<file path="src/rtl/rp_pio_pkg.sv">
// Shared types and helpers for the Root Port PIO error status logger.
package rp_pio_pkg;

  // Request address space of the failed PIO request
  typedef enum logic [1:0] {
    SpaceCfg  = 2'd0,
    SpaceIo   = 2'd1,
    SpaceMem  = 2'd2,
    SpaceRsvd = 2'd3
  } pio_space_e;

  // Completion error cause
  typedef enum logic [1:0] {
    CauseUr   = 2'd0,
    CauseCa   = 2'd1,
    CauseCto  = 2'd2,
    CauseRsvd = 2'd3
  } pio_cause_e;

  // Implemented status/mask bits: Cfg 0-2, I/O 8-10, Mem 16-18
  localparam logic [31:0] StatusValidMask = 32'h0007_0707;

  // First-error capture FSM
  typedef enum logic [1:0] {
    StIdle    = 2'd0,
    StCapture = 2'd1,
    StLocked  = 2'd2
  } pio_state_e;

  // Bit index = 8*space + cause
  function automatic logic [4:0] pio_bit_idx(input logic [1:0] space, input logic [1:0] cause);
    return {space, 1'b0, cause};
  endfunction

endpackage

</file>
<file path="src/rtl/rp_pio_hdr_log.sv">
// Header capture buffer: loads the request header of the first logged error.
module rp_pio_hdr_log #(
  parameter int unsigned HDR_DW = 4
) (
  input  logic                  clk,
  input  logic                  rst_n,
  input  logic                  capture,
  input  logic [HDR_DW*32-1:0]  hdr_new,
  output logic [HDR_DW*32-1:0]  hdr_log
);

  logic [HDR_DW*32-1:0] hdr_q;

  // Sticky header register, cleared only by reset
  always_ff @(posedge clk or negedge rst_n) begin
    if (!rst_n) begin
      hdr_q <= '0;
    end else if (capture) begin
      hdr_q <= hdr_new;
    end
  end

  assign hdr_log = hdr_q;

endmodule

</file>
<file path="src/rtl/rp_pio_status_logger.sv">
// Root Port PIO error status and logging stage.
// Filters completion-error events with the mask word, sets sticky RW1C status
// bits, captures a first-error pointer and (optionally) the request header,
// and pulses a DPC trigger. Header buffer enabled by defining RP_PIO_HDR_LOG_EN.
module rp_pio_status_logger
  import rp_pio_pkg::*;
#(
  parameter int unsigned HDR_DW = 4
) (
  input  logic                  clk,
  input  logic                  rst_n,
  input  logic                  err_valid,
  output logic                  err_ready,
  input  logic [1:0]            err_space,
  input  logic [1:0]            err_cause,
  input  logic [HDR_DW*32-1:0]  err_hdr,
  input  logic [31:0]           mask,
  input  logic                  status_we,
  input  logic [31:0]           status_wdata,
  output logic [31:0]           status_rdata,
  output logic [4:0]            first_err_ptr,
  output logic                  first_err_vld,
  output logic [HDR_DW*32-1:0]  hdr_log,
  output logic                  dpc_trig
);

  pio_state_e  state_q, state_d;
  logic [31:0] status_q, status_d;
  logic [4:0]  ptr_q, ptr_d;
  logic        trig_q;

  logic [4:0]  evt_idx;
  logic        evt_rsvd;
  logic        evt_hit;
  logic        hdr_capture;
  logic [31:0] set_vec;
  logic [31:0] clr_vec;

  // Only the single CAPTURE cycle back-pressures the event source
  assign err_ready = (state_q != StCapture);

  // Decode the offered event and decide whether it is an accepted, unmasked error
  always_comb begin
    evt_idx  = pio_bit_idx(err_space, err_cause);
    evt_rsvd = (pio_space_e'(err_space) == SpaceRsvd) ||
               (pio_cause_e'(err_cause) == CauseRsvd);
    evt_hit  = err_valid && err_ready && !evt_rsvd && !mask[evt_idx];
  end

  // RW1C status update; a same-cycle set beats a software clear
  always_comb begin
    clr_vec = status_we ? status_wdata : 32'h0;
    set_vec = 32'h0;
    if (evt_hit) begin
      set_vec[evt_idx] = 1'b1;
    end
    status_d = ((status_q & ~clr_vec) | set_vec) & StatusValidMask;
  end

  // First-error FSM: arm in IDLE, one CAPTURE cycle, hold until pointed bit clears
  always_comb begin
    state_d     = state_q;
    ptr_d       = ptr_q;
    hdr_capture = 1'b0;
    unique case (state_q)
      StIdle: begin
        if (evt_hit) begin
          state_d     = StCapture;
          ptr_d       = evt_idx;
          hdr_capture = 1'b1;
        end
      end
      StCapture: begin
        state_d = StLocked;
      end
      StLocked: begin
        // Registered status is used so a clear during CAPTURE releases one cycle later
        if (!status_q[ptr_q]) begin
          state_d = StIdle;
        end
      end
      default: begin
        state_d = StIdle;
      end
    endcase
  end

  // Sticky state, cleared only by the sticky-domain reset
  always_ff @(posedge clk or negedge rst_n) begin
    if (!rst_n) begin
      state_q  <= StIdle;
      status_q <= 32'h0;
      ptr_q    <= 5'd0;
      trig_q   <= 1'b0;
    end else begin
      state_q  <= state_d;
      status_q <= status_d;
      ptr_q    <= ptr_d;
      trig_q   <= evt_hit;
    end
  end

  assign status_rdata  = status_q;
  assign first_err_ptr = ptr_q;
  assign first_err_vld = (state_q != StIdle);
  assign dpc_trig      = trig_q;

`ifdef RP_PIO_HDR_LOG_EN
  rp_pio_hdr_log #(
    .HDR_DW (HDR_DW)
  ) u_hdr_log (
    .clk     (clk),
    .rst_n   (rst_n),
    .capture (hdr_capture),
    .hdr_new (err_hdr),
    .hdr_log (hdr_log)
  );
`else
  // No header flops; header input and capture strobe are intentionally dropped
  logic unused_hdr;
  assign unused_hdr = ^{err_hdr, hdr_capture};
  assign hdr_log    = '0;
`endif

endmodule

</file>
<file path="config.mk">
export PLATFORM = sky130hd
export DESIGN_NAME = rp_pio_status_logger
export DESIGN_NICKNAME = d
export VERILOG_FILES = /design/src/rtl/rp_pio_pkg.sv /design/src/rtl/rp_pio_hdr_log.sv /design/src/rtl/rp_pio_status_logger.sv
export SDC_FILE = /design/constraint.sdc
export NUM_CORES = 1
export LEC_CHECK = 0
export ABC_AREA = 0
export BUFFER_PORTS_ARGS = -buffer_cell sky130_fd_sc_hd__buf_2
export CAP_MARGIN = 20
export CORE_AREA = 3 3 143 145
export CTS_CLUSTER_SIZE = 14
export DETAILED_ROUTE_END_ITERATION = 16
export DIE_AREA = 0 0 146 148
export PLACE_DENSITY = 0.38
export SETUP_SLACK_MARGIN = 0.05
export SLEW_MARGIN = 20
export SYNTH_ARGS = -nofsm -noshare
export SYNTH_HDL_FRONTEND = slang
export SYNTH_HIERARCHICAL = 1
export SYNTH_SLANG_ARGS = --single-unit
</file>
<file path="constraint.sdc">
create_clock -name clk -period 4.3 [get_ports clk]
set_input_delay 0.43 -clock clk [delete_from_list [all_inputs] [get_ports clk]]
set_output_delay 0.43 -clock clk [all_outputs]
set_load 0.01 [all_outputs]
</file>
==> impl_metrics.yaml, run 1 <==
synthesis:
  synth_seq_cells: 16
  synth.yosys.seq_area_share_pct: 19.6
  synth.largest_area_cell: "sky130_fd_sc_hd__buf_4"
  post_synth_instance_area_um2: 2040
  synthDominantCellAreaShare_pct: 55.9
  synth_compound_area_share_pct: 8.22
  synth-warning-count: 6
  avgSynthCellArea_um2: 8.61
  synth_cell_types: 30
  synthXorXnorAreaFrac_pct: 0
  synth.mux.area_fraction_pct: 6.99
  synth_top_family_by_area: "buffers and inverters"
  synth_fa_ha_area_share_pct: 0
  synth-simple-area-share_pct: 7.23
  yosys-top-cells-area: "sky130_fd_sc_hd__buf_4, sky130_fd_sc_hd__dfrtp_1, sky130_fd_sc_hd__a32o_1, sky130_fd_sc_hd__nand2_1, sky130_fd_sc_hd__mux2_1"
  netlist_instances: 237
worst_setup_path:
  r2r.worst_path.cells: 4
  rr_startpoint: "state_q[0]$_DFFE_PN0P_"
  timing.critical_path.to_type: "flip-flop"
  r2r-end: "first_err_ptr[4]$_DFFE_PN0P_"
  cp-start-kind: "input pin"
  cp_data_arrival_time_ns: 2.15
  r2r_slack_ns: 2.62
  cp_data_required_time_ns: 4.42
  crit_path_max_fanout: 10
  timing_worst_setup_path_type: "input pin to flip-flop"
  maximum_single_stage_delay_on_the_critical_path_ns: 0.54
  crit_slowest_cell: "sky130_fd_sc_hd__mux4_2"
  worstPathCellList: "buf_2 > mux4_2 > mux2_2 > nand2_1 > nand3_2 > mux2_1"
clock_network:
  max_root_sink_buffers: 2
  root_buffer: "sky130_fd_sc_hd__clkbuf_16"
  insertion_delay_ns: 0.24
  post-cts-setup-buffers: 0
  clkTransAtPathRegs_ns: 0.05
  clock_sinks: 16
  cts_tree: "yes"
  cts_hold_repair_buffers: 0
  cts_inserted_buffers: 3
  htreeDepth: 1
  cts_resized: 0
cells_and_area:
  fillCellCount: 2247
  antenna_cells: 0
  areaGrowthSynthToFinish_pct: 2.39
  net_total_in_the_final_layout: 485
  share_of_final_layout_standard_cells_stronger_than_drive_strength_1_pct: 19.8
detailed_routing:
  route.detailed.drc: 0
  via_per_inst: 2.30
  via_count: 1261
  detail_route.iter0.violations: 34
  detail_route.wl_per_cell_um: 9.71
  antenna_violating_nets_post_route: 0
  routed_wire_length_um: 5320
  drtPass1Iterations: 4
sta:
  worst_slew_margin_rel_pct: 65.5
  grt_setup_unrepaired: "false"
  clock.fmax_mhz: 495
  finClkSkew_ns: 0.000447
  timing.final.max_slew_violations: 0
  period_share_pct: 47.0
  setup_viol: 0
  timing.final.hold_violations: 0
  worst_slew_pin_tran_ns: 0.516
  fin_crit_ns: 2.02
  setup_tns_ns: 0
global_route:
  grt_start_max_net_pins: 17
  globalRouteOverflowTotal: 0
  global_route_wire_length_before_repair_um: 6760
  global_route.usage.total_pct: 4.25
  first_global_vias: 971
  antenna_violations_before_repair: 2
placement:
  numPortBuffers: 47
  dp_hpwl_um: 4740
  gp_congestion: 0.726
die:
  num_rows: 51
  total_i_o_pin_count: 368
  die_w_um: 146
  floorplan.initialDensity_pct: 10.6
  floorplan.die.height_um: 148
  core_region_area_um2: 19300
  fp.dieArea_um2: 21600
flow_run:
  max_cap_viol_count: 0
power_and_ir_drop:
  cellLeakagePower_nw: 1.12
  total_power_uw: 647
  vdd_drop_max_mv: 0.153
  power_per_cell_area_nw_per_um2: 309
hold_path:
  min_path_type: "input pin to async pin"
run_status:
  run_status: "finished, final reports clean"
==> cell families after synthesis <==
family	Yosys count
flops	16
mux	11
other cells	1
simple gates	29
compound gates	20
buf+inv	160
==> Yosys cell counts, drive strengths merged <==
cell type and count:
a21oi 1, nor2 3, nand3b 1, dfrtp 16, o31ai 2, buf 154
nand3 1, conb 1, clkbuf 1, a31oi 1, mux4 2, nor4 1
and2 1, or2 1, nand2b 1, nand4 1, a311oi 2, mux2 6
mux2i 3, nand2 13, inv 5, o22ai 3, nor3b 1, a32o 10
o21ai 1, nor2b 4, and3 1
==> cells in the final DEF (no fill, tap or decap) <==
cell | netlist | routed
sky130_fd_sc_hd__conb_1 | 1 | 152
sky130_fd_sc_hd__nand3b_1 | 1 | 1
sky130_fd_sc_hd__a32o_1 | 10 | 10
sky130_fd_sc_hd__nor4_1 | 1 | 1
sky130_fd_sc_hd__or2_2 | 1 | 1
sky130_fd_sc_hd__nand2b_1 | 1 | 1
sky130_fd_sc_hd__a311oi_1 | 2 | 2
sky130_fd_sc_hd__mux2_2 | 2 | 2
sky130_fd_sc_hd__nand4_1 | 1 | 1
sky130_fd_sc_hd__o31ai_1 | 2 | 2
sky130_fd_sc_hd__mux4_2 | 2 | 2
sky130_fd_sc_hd__nand3_2 | 1 | 1
sky130_fd_sc_hd__and3_1 | 1 | 1
sky130_fd_sc_hd__clkbuf_16 | 0 | 3
sky130_fd_sc_hd__dfrtp_1 | 16 | 16
sky130_fd_sc_hd__o21ai_0 | 1 | 1
sky130_fd_sc_hd__a31oi_1 | 1 | 1
sky130_fd_sc_hd__a21oi_1 | 1 | 1
sky130_fd_sc_hd__nor3b_1 | 1 | 1
sky130_fd_sc_hd__mux2_1 | 4 | 4
sky130_fd_sc_hd__o22ai_1 | 3 | 3
sky130_fd_sc_hd__nand2_1 | 13 | 13
sky130_fd_sc_hd__nor2_1 | 3 | 3
sky130_fd_sc_hd__nor2b_1 | 4 | 4
sky130_fd_sc_hd__mux2i_1 | 3 | 3
sky130_fd_sc_hd__inv_1 | 5 | 5
sky130_fd_sc_hd__and2_1 | 1 | 1
sky130_fd_sc_hd__buf_2 | 0 | 47
==> critical path: cells and delay by family <==
family	cells	cell delay [ns]
AND/OR/NAND/NOR	2	0.26
multiplexers	3	1.18
buffers and inverters	1	0.26
==> cell type report <==
type / instances / area, µm² / area share (%)
Multi-Input combinational cell: 212 / 1030 / 49.2
Clock buffer: 3 / 75.1 / 3.59
Inverter: 5 / 18.8 / 0.898
Tap cell: 265 / 332 / 15.9
Timing Repair Buffer: 47 / 235 / 11.3
Sequential cell: 16 / 400 / 19.2
==> per-stage QoR <==
stage	instances	hold slack [ns]	instance area (µm²)	utilization [%]	setup WS [ns]
finish	548	0.101	2090	10.8	2.28
global route	548	0.131	2090	10.8	2.18
CTS	548	0.110	2090	10.8	2.24
detailed placement	545	0.370	2010	10.4	1.99
global placement	545	0.375	2010	10.4	2.00
floorplan	388	0.134	2610	-	2.35
==> how the worst max path moves through the flow <==
stage / from / to / slack [ns] / depth (start not counted)
global route: err_cause[1] / first_err_ptr[3]$_DFFE_PN0P_ / 2.18 / 6
finish: err_cause[1] / first_err_ptr[4]$_DFFE_PN0P_ / 2.28 / 6
floorplan: err_cause[1] / first_err_ptr[3]$_DFFE_PN0P_ / 2.35 / 6
global placement: err_cause[1] / first_err_ptr[1]$_DFFE_PN0P_ / 2.00 / 6
detailed placement: err_cause[1] / first_err_ptr[4]$_DFFE_PN0P_ / 1.99 / 6
CTS: err_cause[1] / first_err_ptr[4]$_DFFE_PN0P_ / 2.24 / 6
==> metal layers <==
metal | GRT usage [%] | vias to the layer above | routed length (µm)
li1 | - | 572 | -
met1 | 5.57 | 545 | 2140
met4 | 0.423 | 2 | 19
met3 | 2.18 | 4 | 928
met5 | 0 | - | 13
met2 | 6.51 | 138 | 2220
==> power by group <==
| part | switching, mW | total [mW] | internal [mW] | leakage, nW |
|---|---|---|---|---|
| combinational | 0.175 | 0.258 | 0.0832 | 0.874 |
| sequential | 0.0327 | 0.211 | 0.179 | 0.212 |
| clock | 0.0549 | 0.177 | 0.122 | 0.0370 |
| total | 0.263 | 0.647 | 0.384 | 1.12 |
==> flip-flops by register name, summed over array words and instances, names as in the netlist <==
name,count
first_err_ptr,4
state_q,2
status_rdata,9
dpc_trig,1
(Power assumes the default switching activity.)
==> run 2, diff against run 1 <==
- ABC_AREA: 0 -> 1
- CORE_AREA: 3 3 143 145 -> 3 3 141 143
- DIE_AREA: 0 0 146 148 -> 0 0 144 146
- PLACE_DENSITY: 0.38 -> 0.4
- clock period: 4.3 -> 2.11 ns (I/O delays scaled with it)
==> run 2 against run 1 <==
Against the previous run: critical path depth increased by 4; power grew 120%; clock skew rose by 0.0050 ns; worst setup slack got worse by 1.6 ns; non-clock buffer count up 2; synthesized cell count increased by 28%; sequential cell count is the same; cell count rose by 7.1%; first-iteration DRC count stayed put; critical endpoint unchanged.
==> impl_metrics.yaml, run 2 <==
cells_and_area:
  antenna_cells: 0
  final_cell_mix: "sky130_fd_sc_hd__conb_1, sky130_fd_sc_hd__nand2_1, sky130_fd_sc_hd__buf_2"
  fillCellCount: 2177
  area_of_combinational_cells_with_multiple_inputs_um2: 1160
  register_area_um2: 400
  net_total_in_the_final_layout: 554
  share_of_final_layout_standard_cells_stronger_than_drive_strength_1_pct: 21.5
  final_common_cell: "sky130_fd_sc_hd__conb_1"
  post-route-util_pct: 12.0
  largest_register_ffs: 9
  areaGrowthSynthToFinish_pct: 1.41
die:
  fp.dieArea_um2: 21000
  total_i_o_pin_count: 368
  floorplan.die.height_um: 146
  num_rows: 50
  core_region_area_um2: 18700
  die_w_um: 144
  floorplan.initialDensity_pct: 11.8
detailed_routing:
  routed_wire_length_um: 5300
  via_per_inst: 2.52
  detail_route.iter0.violations: 34
  route.detailed.drc: 0
  drtPass1Iterations: 4
  detail_route.wl_per_cell_um: 9.03
  antenna_violating_nets_post_route: 0
  via_count: 1482
global_route:
  antenna_violations_before_repair: 3
  grt_start_max_net_pins: 17
  first_global_vias: 1139
  global_route.usage.total_pct: 4.38
  globalRouteOverflowTotal: 0
  global_route_wire_length_before_repair_um: 6930
power_and_ir_drop:
  vdd_drop_max_mv: 0.254
  power_per_cell_area_nw_per_um2: 625
  intPower_uw: 811
  netSwitchingFraction_pct: 42.2
  power.share.clock_pct: 29.2
  switching_power_uw: 593
  cellLeakagePower_nw: 1.30
  p_seq_share_pct: 30.8
  comb_power_share_pct: 39.9
clock_network:
  cts_tree: "yes"
  root_buffer: "sky130_fd_sc_hd__clkbuf_16"
  insertion_delay_ns: 0.25
  max_root_sink_buffers: 2
  clock_sinks: 16
  post-cts-setup-buffers: 0
  clkTransAtPathRegs_ns: 0.05
  cts_inserted_buffers: 3
  htreeDepth: 1
worst_setup_path:
  cp_data_required_time_ns: 2.25
  crit_path_max_fanout: 12
  timing_worst_setup_path_type: "input pin to flip-flop"
  cp-start-kind: "input pin"
  rr_startpoint: "state_q[0]$_DFFE_PN0P_"
  worst_setup_path_startpoint: "err_cause[0]"
  cp_data_arrival_time_ns: 1.53
  timing.critical_path.to_type: "flip-flop"
synthesis:
  synth.most_common_cell: "sky130_fd_sc_hd__buf_4"
  synth-simple-area-share_pct: 21.1
  synth.yosys.seq_area_share_pct: 18.1
  post_synth_most_frequent_cells: "sky130_fd_sc_hd__buf_4, sky130_fd_sc_hd__nand2_1, sky130_fd_sc_hd__dfrtp_1, sky130_fd_sc_hd__o21ai_2, sky130_fd_sc_hd__inv_1"
  synth_fa_ha_area_share_pct: 0
  synth_cell_types: 23
  synthDominantCellAreaShare_pct: 51.5
  synthArstFlopShare_pct: 100
  synth_top_family_by_area: "buffers and inverters"
  synth_compound_area_share_pct: 5.54
  post_synth_instance_area_um2: 2210
  synth.largest_area_cell: "sky130_fd_sc_hd__buf_4"
  synth-warning-count: 6
  yosys-top-cells-area: "sky130_fd_sc_hd__buf_4, sky130_fd_sc_hd__dfrtp_1, sky130_fd_sc_hd__nand2_1, sky130_fd_sc_hd__o21ai_2, sky130_fd_sc_hd__nand3_1"
  synth_seq_cells: 16
  avgSynthCellArea_um2: 7.28
  ys.flop_type: "sky130_fd_sc_hd__dfrtp_1"
  synth.mux.area_fraction_pct: 0
  synthXorXnorAreaFrac_pct: 0
  netlist_instances: 304
  number_of_flops_mapped_to_enable_cells_by_yosys: 0
placement:
  place_worst_setup_slack_ns: 0.398
  dp_hpwl_um: 4700
  numPortBuffers: 48
  gp_congestion: 0.692
sta:
  worst_slack_ns: 0.721
  grt_setup_unrepaired: "false"
  period_share_pct: 65.8
  timing.final.hold_violations: 0
  fin_crit_ns: 1.39
  setup_viol: 0
  finClkSkew_ns: 0.00545
  setup_tns_ns: 0
  clock.fmax_mhz: 720
  timing.final.max_slew_violations: 0
flow_run:
  max_cap_viol_count: 0
run_status:
  run_status: "finished, final reports clean"
hold_path:
  min_path_type: "input pin to flip-flop"
  min-delay-start: "status_wdata[10]"
run 2: path summary, 6_finish.rpt:
check / endpoint / slack [ns] / cells past startpoint
worst max-delay path: first_err_ptr[4]$_DFFE_PN0P_ / 0.72 / 10
worst min-delay path: status_rdata[10]$_DFF_PN0_ / 0.22 / 4
worst max register to register: first_err_ptr[4]$_DFFE_PN0P_ / 0.75 / 8
worst min register to register: status_rdata[17]$_DFF_PN0_ / 0.52 / 2
max in group asynchronous: dpc_trig$_DFF_PN0_ / 1.41 / 2
min in group asynchronous: status_rdata[10]$_DFF_PN0_ / 0.42 / 2
run 2: repair_timing:
| action | 4_1_cts | 5_1_grt |
|---|---|---|
| resized for setup | 0 | 0 |
| hold buffers | 1 | 0 |
| hold endpoints to repair | 16 | 0 |
run 2: routing by layer:
layer	vias up	GRT usage, %	wire length (µm)
met5	-	0	27
met4	4	1.27	41
met3	6	1.25	718
met2	135	6.08	2110
met1	606	6.51	2410
li1	731	-	-
run 2: cell families after synthesis:
| family | after synthesis |
|---|---|
| buffers and inverters | 169 |
| and+or+nand+nor | 102 |
| AOI/OAI and AO/OA | 16 |
| DFF | 16 |
| other | 1 |
run 2: critical path, stage by stage:
cell	delay, ns
sky130_fd_sc_hd__buf_2	0.24
sky130_fd_sc_hd__inv_2	0.16
sky130_fd_sc_hd__nand3_1	0.09
sky130_fd_sc_hd__nand2_1	0.05
sky130_fd_sc_hd__nor2_1	0.22
sky130_fd_sc_hd__nor2_2	0.10
sky130_fd_sc_hd__nor2_8	0.20
sky130_fd_sc_hd__nand3_4	0.12
sky130_fd_sc_hd__nand2_1	0.08
sky130_fd_sc_hd__nand2_1	0.05
run 2: power by group through the flow:
stage	Sequential (mW)	Clock, mW	Combinational (mW)
5_1_grt	0.444	0.437	0.640
4_1_cts	0.437	0.420	0.571
3_5_place_dp	0.442	0	0.569
2_1_floorplan	0.440	0	0.576
3_3_place_gp	0.443	0	0.568
6_report	0.433	0.411	0.561
run 2: cell type report:
class | instances | share of cell area [%]
sequential | 16 | 17.8
clock buffer | 4 | 3.96
timing repair buffer | 49 | 11.1
tap | 234 | 13.0
multi-input combinational | 270 | 51.7
inverter | 14 | 2.34
run 2: metrics by stage:
step | hold slack [ns] | instances | area [µm²] | total power [mW]
floorplan | -0.0846 | 455 | 2780 | 1.02
global placement | 0.165 | 582 | 2150 | 1.01
detailed placement | 0.151 | 582 | 2150 | 1.01
CTS | 0.225 | 587 | 2250 | 1.43
global route | 0.249 | 587 | 2250 | 1.52
finish | 0.225 | 587 | 2250 | 1.40
==> run 3, diff against run 2 <==
- ABC_AREA: 1 -> 0
- CORE_AREA: 3 3 141 143 -> 3 3 140 142
- DIE_AREA: 0 0 144 146 -> 0 0 143 145
- PLACE_DENSITY: 0.4 -> 0.39
- clock period: 2.11 -> 1.3 ns (I/O delays scaled with it)
==> run 3 against run 2 <==
Against the previous run: critical path type is now flip-flop to flip-flop; combinational power is 100% higher; non-clock buffer count is 20 higher; the flow now finishes with violations (negative setup slack); worst setup slack worse by 0.99 ns; clock skew is 0.0046 ns lower.
==> impl_metrics.yaml, run 3 (synthesis gave the netlist of run 1 again) <==
run_status:
  run_status: "finished with violations"
  violations: "negative setup slack"
sta:
  hold_ws_ns: 0.181
  timing.final.hold_violations: 0
  timing.final.max_slew_violations: 0
  worst_slack_ns: -0.269
  grt_setup_unrepaired: "true"
  setup_viol: 15
  clock.fmax_mhz: 638
  fin_crit_ns: 1.57
  setup_tns_ns: -2.58
  finClkSkew_ns: 0.000831
  period_share_pct: 121
detailed_routing:
  via_count: 1350
  via_per_inst: 2.50
  detail_route.wl_per_cell_um: 10.5
  detail_route.iter0.violations: 20
  route.detailed.drc: 0
  antenna_violating_nets_post_route: 0
  routed_wire_length_um: 5680
  drtPass1Iterations: 6
cells_and_area:
  share_of_final_layout_standard_cells_stronger_than_drive_strength_1_pct: 30.2
  largest_register_ffs: 9
  antenna_cells: 0
  final_cell_mix: "sky130_fd_sc_hd__conb_1, sky130_fd_sc_hd__buf_2, sky130_fd_sc_hd__buf_4"
  net_total_in_the_final_layout: 507
  post-route-util_pct: 12.5
  areaGrowthSynthToFinish_pct: 14.2
  area_of_combinational_cells_with_multiple_inputs_um2: 1130
  fillCellCount: 2134
  register_area_um2: 400
  final_common_cell: "sky130_fd_sc_hd__conb_1"
worst_setup_path:
  r2r.worst_path.cells: 4
  timing_worst_setup_path_type: "flip-flop to flip-flop"
  cp-start-kind: "flip-flop"
  timing.critical_path.to_type: "flip-flop"
  cp_data_required_time_ns: 1.43
  cp_data_arrival_time_ns: 1.69
  crit_path_max_fanout: 5
die:
  num_rows: 50
  floorplan.die.height_um: 145
  core_region_area_um2: 18600
  floorplan.initialDensity_pct: 11.0
  die_w_um: 143
  fp.dieArea_um2: 20700
  total_i_o_pin_count: 368
placement:
  place_worst_setup_slack_ns: -0.449
  dp_hpwl_um: 5080
  gp_congestion: 0.705
  numPortBuffers: 47
clock_network:
  clkTransAtPathRegs_ns: 0.05
  clock_sinks: 16
  root_buffer: "sky130_fd_sc_hd__clkbuf_16"
  htreeDepth: 1
  cts_tree: "yes"
  cts_inserted_buffers: 3
  insertion_delay_ns: 0.24
  max_root_sink_buffers: 2
global_route:
  global_route_wire_length_before_repair_um: 7590
  grt_start_max_net_pins: 17
  global_route.usage.total_pct: 4.93
  globalRouteOverflowTotal: 0
  antenna_violations_before_repair: 0
  first_global_vias: 1120
power_and_ir_drop:
  total_power_mw: 2.41
  cellLeakagePower_nw: 1.27
  power_per_cell_area_nw_per_um2: 1030
  vdd_drop_max_mv: 0.423
hold_path:
  min_delay_path_depth: 3
  min_path_type: "input pin to flip-flop"
flow_run:
  max_cap_viol_count: 0
## run 3: cell type report
type | instances | area share (%)
Timing Repair Buffer | 69 | 17.8
Tap cell | 234 | 12.6
Inverter | 5 | 0.805
Clock buffer | 3 | 3.22
Multi-Input combinational cell | 212 | 48.5
Sequential cell | 16 | 17.2
## run 3: what timing repair did
item | 4_1_cts | 5_1_grt
buffers inserted | 48 | 2
endpoints found under the setup margin | 16 | 16
hold buffers | 1 | 0
hold endpoints to repair | 16 | 0
pin swaps | 12 | 5
resized for setup | 10 | 4
## run 3: critical path, cell delays in order, from the launching register on
cell and delay, ns:
sky130_fd_sc_hd__dfrtp_1 0.41, sky130_fd_sc_hd__or2_4 0.26, sky130_fd_sc_hd__a311oi_4 0.30, sky130_fd_sc_hd__nand3_4 0.16, sky130_fd_sc_hd__mux2_4 0.32
## run 3: per-stage QoR
| step | area (µm²) | cells |
|---|---|---|
| 2_1_floorplan | 2670 | 388 |
| 3_3_place_gp | 2160 | 532 |
| 3_5_place_dp | 2160 | 532 |
| 4_1_cts | 2310 | 538 |
| 5_1_grt | 2330 | 539 |
| 6_report | 2330 | 539 |
## run 3: final timing paths
check / from / to / slack (ns)
setup / recovery: state_q[0]$_DFFE_PN0P_ / first_err_ptr[1]$_DFFE_PN0P_ / -0.27
hold / removal: status_wdata[18] / status_rdata[18]$_DFF_PN0_ / 0.18
setup reg to reg: state_q[0]$_DFFE_PN0P_ / first_err_ptr[1]$_DFFE_PN0P_ / -0.27
hold reg to reg: status_rdata[10]$_DFF_PN0_ / status_rdata[10]$_DFF_PN0_ / 0.53
max in group asynchronous: rst_n / state_q[1]$_DFFE_PN0P_ / 0.69
min in group asynchronous: rst_n / dpc_trig$_DFF_PN0_ / 0.35
## run 3: per-layer routing
layer	wire length, µm	vias up	track usage, %
met3	783	0	2.24
met4	0	0	0.570
met1	2540	603	6.84
met2	2350	135	7.21
met5	0	-	0
li1	-	612	-
## run 3: report_power, final
part	internal (mW)	switching (mW)	total, mW
Combinational	0.494	0.658	1.15
Clock	0.403	0.177	0.580
Sequential	0.592	0.0885	0.680
